**config.mk**
```make
export PLATFORM = sky130hd
export DESIGN_NAME = mod_exp_ctrl
export DESIGN_NICKNAME = d
export VERILOG_FILES = /design/src/rtl/rsa_pkg.sv /design/src/rtl/mod_req_if.sv /design/src/rtl/mod_exp_ctrl.sv
export SDC_FILE = /design/constraint.sdc
export NUM_CORES = 2
export LEC_CHECK = 0
export ABC_AREA = 1
export BUFFER_PORTS_ARGS = -buffer_cell sky130_fd_sc_hd__buf_2
export CAP_MARGIN = 25
export CORE_UTILIZATION = 48
export CTS_CLUSTER_SIZE = 14
export DETAILED_ROUTE_END_ITERATION = 12
export PLACE_DENSITY = 0.73
export SLEW_MARGIN = 20
export SYNTH_ARGS = -nofsm -noshare
export SYNTH_HDL_FRONTEND = slang
export SYNTH_SLANG_ARGS = --single-unit
```
**constraint.sdc**
```tcl
create_clock -name clk -period 9.5 [get_ports clk]
set_clock_uncertainty 0.05 [all_clocks]
set_input_delay 1.425 -clock clk [delete_from_list [all_inputs] [get_ports clk]]
set_output_delay 1.425 -clock clk [all_outputs]
set_load 0.02 [all_outputs]
```
**src/rtl/rsa_pkg.sv**
```systemverilog
// Shared constants and encodings for the RSA modular-exponentiation sequencer
// and its mod-stage handshake.
package rsa_pkg;

  localparam int RSA_BITS = 32;

  typedef enum logic [2:0] {
    ST_IDLE,
    ST_REQ,
    ST_WAIT,
    ST_RELEASE,
    ST_CHK,
    ST_NEXT,
    ST_DONE
  } state_e;

  typedef enum logic [1:0] {
    OP_REDUCE,
    OP_MUL,
    OP_SQR
  } op_e;

endpackage

```
**src/rtl/mod_req_if.sv**
```systemverilog
// Request/acknowledge handshake towards the mod stage: latches one dividend per
// request, holds it with mod_start high, and acks on the first mod_done seen.
module mod_req_if #(
  parameter int BITS = 32
) (
  input  logic              clk,
  input  logic              rst,
  input  logic              go_i,
  input  logic [2*BITS-1:0] dividend_i,
  input  logic [BITS-1:0]   mod_remainder_i,
  input  logic              mod_done_i,
  output logic [2*BITS-1:0] mod_dividend_o,
  output logic              mod_start_o,
  output logic [BITS-1:0]   remainder_o,
  output logic              ack_o
);

  logic              wait_q;
  logic [2*BITS-1:0] dividend_q;

  // mod_done only counts while a request is outstanding
  assign ack_o          = wait_q & mod_done_i;
  assign remainder_o    = mod_remainder_i;
  assign mod_start_o    = wait_q;
  assign mod_dividend_o = dividend_q;

  always_ff @(posedge clk) begin
    if (rst) begin
      wait_q     <= 1'b0;
      dividend_q <= '0;
    end else if (!wait_q && go_i) begin
      wait_q     <= 1'b1;
      dividend_q <= dividend_i;
    end else if (ack_o) begin
      wait_q     <= 1'b0;
    end
  end

endmodule

```
**src/rtl/mod_exp_ctrl.sv**
```systemverilog
// Right-to-left square-and-multiply sequencer computing base^exponent mod modulus
// by feeding full-width products to an external mod stage.
module mod_exp_ctrl
  import rsa_pkg::*;
#(
  parameter int BITS = RSA_BITS
) (
  input  logic              clk,
  input  logic              rst,
  input  logic              start,
  input  logic [BITS-1:0]   base,
  input  logic [BITS-1:0]   exponent,
  input  logic [BITS-1:0]   modulus,
  output logic              busy,
  output logic              done,
  output logic              err,
  output logic [BITS-1:0]   result,
  output logic [2*BITS-1:0] mod_dividend,
  output logic [BITS-1:0]   mod_divisor,
  output logic              mod_start,
  input  logic [BITS-1:0]   mod_remainder,
  input  logic              mod_done
);

  localparam int W2 = 2 * BITS;

  state_e          state_q;
  op_e             op_q;
  logic [BITS-1:0] acc_q, b_q, e_q, n_q, result_q;
  logic            busy_q, done_q, err_q;

  logic [BITS-1:0] mul_a, mul_b, rem;
  logic [W2-1:0]   dividend_d;
  logic            go, ack;

  always_comb begin
    mul_a      = acc_q;
    mul_b      = b_q;
    if (op_q == OP_SQR) mul_a = b_q;
    dividend_d = W2'(mul_a) * W2'(mul_b);
    if (op_q == OP_REDUCE) dividend_d = W2'(b_q);
  end

  assign go = (state_q == ST_REQ);

  mod_req_if #(.BITS(BITS)) u_req (
    .clk             (clk),
    .rst             (rst),
    .go_i            (go),
    .dividend_i      (dividend_d),
    .mod_remainder_i (mod_remainder),
    .mod_done_i      (mod_done),
    .mod_dividend_o  (mod_dividend),
    .mod_start_o     (mod_start),
    .remainder_o     (rem),
    .ack_o           (ack)
  );

  always_ff @(posedge clk) begin
    if (rst) begin
      state_q  <= ST_IDLE;
      op_q     <= OP_REDUCE;
      acc_q    <= '0;
      b_q      <= '0;
      e_q      <= '0;
      n_q      <= '0;
      result_q <= '0;
      busy_q   <= 1'b0;
      done_q   <= 1'b0;
      err_q    <= 1'b0;
    end else begin
      done_q <= 1'b0;
      case (state_q)
        ST_IDLE: begin
          if (start) begin
            n_q    <= modulus;
            e_q    <= exponent;
            b_q    <= base;
            op_q   <= OP_REDUCE;
            busy_q <= 1'b1;
            err_q  <= 1'b0;
            // modulus 0/1 short-circuits with a zero result
            if (modulus > BITS'(1)) begin
              acc_q   <= BITS'(1);
              state_q <= ST_REQ;
            end else begin
              acc_q   <= '0;
              state_q <= ST_DONE;
            end
          end
        end
        ST_REQ:     state_q <= ST_WAIT;
        ST_WAIT: begin
          if (ack) begin
            if (op_q == OP_MUL) acc_q <= rem;
            else                b_q   <= rem;
            state_q <= ST_RELEASE;
          end
        end
        ST_RELEASE: state_q <= ST_CHK;
        ST_CHK: begin
          case (op_q)
            OP_MUL: begin
              // last bit consumed: the trailing square would be wasted
              if (e_q == BITS'(1)) begin
                state_q <= ST_DONE;
              end else begin
                op_q    <= OP_SQR;
                state_q <= ST_REQ;
              end
            end
            OP_SQR: begin
              e_q     <= e_q >> 1;
              state_q <= ST_NEXT;
            end
            default: state_q <= ST_NEXT;
          endcase
        end
        ST_NEXT: begin
          if (e_q == '0) begin
            state_q <= ST_DONE;
          end else if (e_q[0]) begin
            op_q    <= OP_MUL;
            state_q <= ST_REQ;
          end else if (e_q > BITS'(1)) begin
            op_q    <= OP_SQR;
            state_q <= ST_REQ;
          end else begin
            state_q <= ST_DONE;
          end
        end
        ST_DONE: begin
          result_q <= acc_q;
          err_q    <= (n_q == '0);
          done_q   <= 1'b1;
          busy_q   <= 1'b0;
          state_q  <= ST_IDLE;
        end
        default: state_q <= ST_IDLE;
      endcase
    end
  end

  assign busy        = busy_q;
  assign done        = done_q;
  assign err         = err_q;
  assign result      = result_q;
  assign mod_divisor = n_q;

endmodule

```
==> reports/metrics.yaml <==
worst_setup_path:
  cp_max_fo: 33
  cp-end-kind: "flop"
  required_ns: 9.94
  crit_type: "reg -> reg"
  slowest_delay_ns: 0.63
  r2r_start: "op_q[1]"
  r2r_cells: 32
  r2r_end: "u_req.mod_dividend_o[62]"
  slowest_stage: "fa_1"
  r2r_slack_ns: 0.41
  path_buf_inv: 8
  start_kind: "flop"
  crit_family: "adder cells"
  cpMostUsedCell: "fa_1"
  worst_ep_arrival_time_ns: 9.53
hold_path:
  hold_path_depth: 2
  hold_start: "result[31]"
  holdPathEnd: "result[31]"
  hold_path.class: "reg -> reg"
detailed_routing:
  drt-total-wl_um: 170000
  first_iter_violations: 4488
  postRouteAntennaNets: 0
  route.detailed.drc: 0
  wl_per_cell_um: 24.3
  viasPerCell: 5.63
  vias: 39400
  firstDrtPassIters: 7
clock_tree:
  cts.sinks: 233
  numCtsBuffers: 29
  h-tree-depth: 1
  clk_latency_ns: 0.61
  cts_resized: 0
  clockBufferDepth: 3
  root_buffer: "clkbuf_16"
  cts_setup_buffers: 0
  hold_buffers: 0
  cts_tree: "done"
  path_clk_slew_ns: 0.06
grt:
  grt_pass1_wl_um: 256000
  grt_pass1_vias: 40300
  grt_max_degree: 134
  grt_usage_pct: 38.3
  antenna_found_initial: 7
  grt_overflow: 0
synthesis:
  synth_common_cells: "inv_1, nand2_1, fa_1"
  ys_types: 41
  synth_edf_count: 0
  synth_seq_cells: 233
  synth_warnings: 0
  synth-seq-area-share_pct: 10.8
  yosysTopAreaCell: "fa_1"
  synth_top_area_share_pct: 41.5
  synth_area_leaders: "fa_1, dfxtp_1, inv_1"
  ys.flop_type: "dfxtp_1"
  ys_async_sr_fraction_pct: 0
  syn_nets: 6930
  yosysMostFrequentCell: "inv_1"
  synth_area_um2: 43300
  syn_avg_cell_area_um2: 7.67
  synth_cells: 5639
floorplanning:
  io_pins: 264
  rows: 109
  coreArea_um2: 88800
  die_h_um: 302
  die_area_um2: 91400
  start_util_pct: 48.7
  die_w_um: 302
placed_design:
  hpwl_um: 136000
  placed_cell_area_um2: 46100
  port_buffers: 263
  routabilityCongestion: 1.08
  dp_cells: 6938
layout:
  final_cell_area_um2: 47100
  finalNonFillerCells: 6994
  drive_above_1_share_pct: 8.84
  final_nets: 7097
  syn2layout_area_growth_pct: 8.83
sta:
  final_hold_viol_count: 0
  rsz0062_at_grt: "no"
  max_freq_mhz: 110
  fin_crit_ns: 9.09
  maxSlewHeadroom_pct: 32.1
  setup_tns_ns: 0
  period_share_pct: 95.7
  worst_pin_slew_ns: 1.02
  setup_violations: 0
  final_max_slew_viol_count: 0
status:
  status: "finished clean"
job:
  drv_cap: 0
[metal layers]
metal	share of wire, %	global-route usage (%)
met1	36	48.5
met2	42	56.6
met5	0.043	0
met3	13	11.8
met4	8.2	24.8
[cell families (layout without fill, tap and decap cells)]
| family | Yosys count | in the layout | synth area share (%) |
|---|---|---|---|
| XOR/XNOR | 22 | 22 | 0.445 |
| AND/OR/NAND/NOR | 2187 | 2187 | 19.8 |
| other | 0 | 2 | 0 |
| buffers and inverters | 1514 | 1702 | 13.4 |
| adder cells (fa/ha/maj) | 1159 | 1159 | 49.1 |
| AO/OA/AOI/OAI | 524 | 524 | 6.52 |
| flip-flops | 233 | 233 | 10.8 |
[metrics by stage]
step / util (%) / hold WS, ns / worst slack [ns]
finish: 53.0 / 0.393 / 0.405
global route: 53.0 / 0.419 / 0.195
CTS: 53.0 / 0.394 / 0.622
detailed placement: 51.9 / 0.385 / 0.663
global placement: 51.8 / 0.381 / 0.617
floorplan: - / 0.403 / 2.35
[worst max path at each step]
stage,from,endpoint,slack [ns],depth (start not counted)
floorplan,op_q[1],u_req.mod_dividend_o[62],2.35,34
global route,op_q[1],u_req.mod_dividend_o[31],0.20,30
finish,op_q[1],u_req.mod_dividend_o[62],0.41,32
global placement,op_q[1],u_req.mod_dividend_o[61],0.62,31
detailed placement,op_q[1],u_req.mod_dividend_o[63],0.66,31
CTS,op_q[1],u_req.mod_dividend_o[62],0.62,31
[registers in the layout, indices dropped and copies added (netlist names)]
register              flops
mod_divisor              32
u_req.mod_dividend_o     64
err                       1
b_q                      32
acc_q                    32
busy                      1
e_q                      32
done                      1
u_req.mod_start_o         1
op_q                      2
state_q                   3
result                   32
[cell usage in the layout (no fill, tap or decap), types with 9 or more instances in the layout]
| cell type | instances |
|---|---|
| xor2_1 | 20 |
| dfxtp_1 | 233 |
| buf_4 | 134 |
| nand2_1 | 1208 |
| buf_2 | 262 |
| a21oi_1 | 240 |
| nand3_1 | 129 |
| inv_1 | 1210 |
| clkbuf_8 | 9 |
| nor3_1 | 16 |
| a31oi_1 | 68 |
| clkinv_1 | 15 |
| fa_1 | 896 |
| nor4_1 | 14 |
| o21ai_0 | 98 |
| inv_2 | 23 |
| nor2_1 | 773 |
| a21oi_2 | 12 |
| o21ai_1 | 78 |
| nand4_1 | 22 |
| ha_1 | 263 |
| clkbuf_16 | 29 |
[worst min-delay path: stages (launching register included)]
cell     delay, ns
dfxtp_1       0.31
inv_1         0.04
a21oi_1       0.05
[layout make-up]
| class | instances | area [µm²] |
|---|---|---|
| fillers | 8481 | 41700 |
| multi-input cells | 3892 | 32900 |
| inverters | 1249 | 4690 |
| flip-flops and latches | 233 | 4660 |
| repair buffers | 401 | 2420 |
| well taps | 1165 | 1460 |
| clock buffers | 40 | 857 |
| clock inverters | 12 | 114 |
| diodes | 2 | 5.00 |
Power is left out: the tool's default activity adds up to more than one toggle a clock period on the data nets, which glitch-free logic cannot reach.
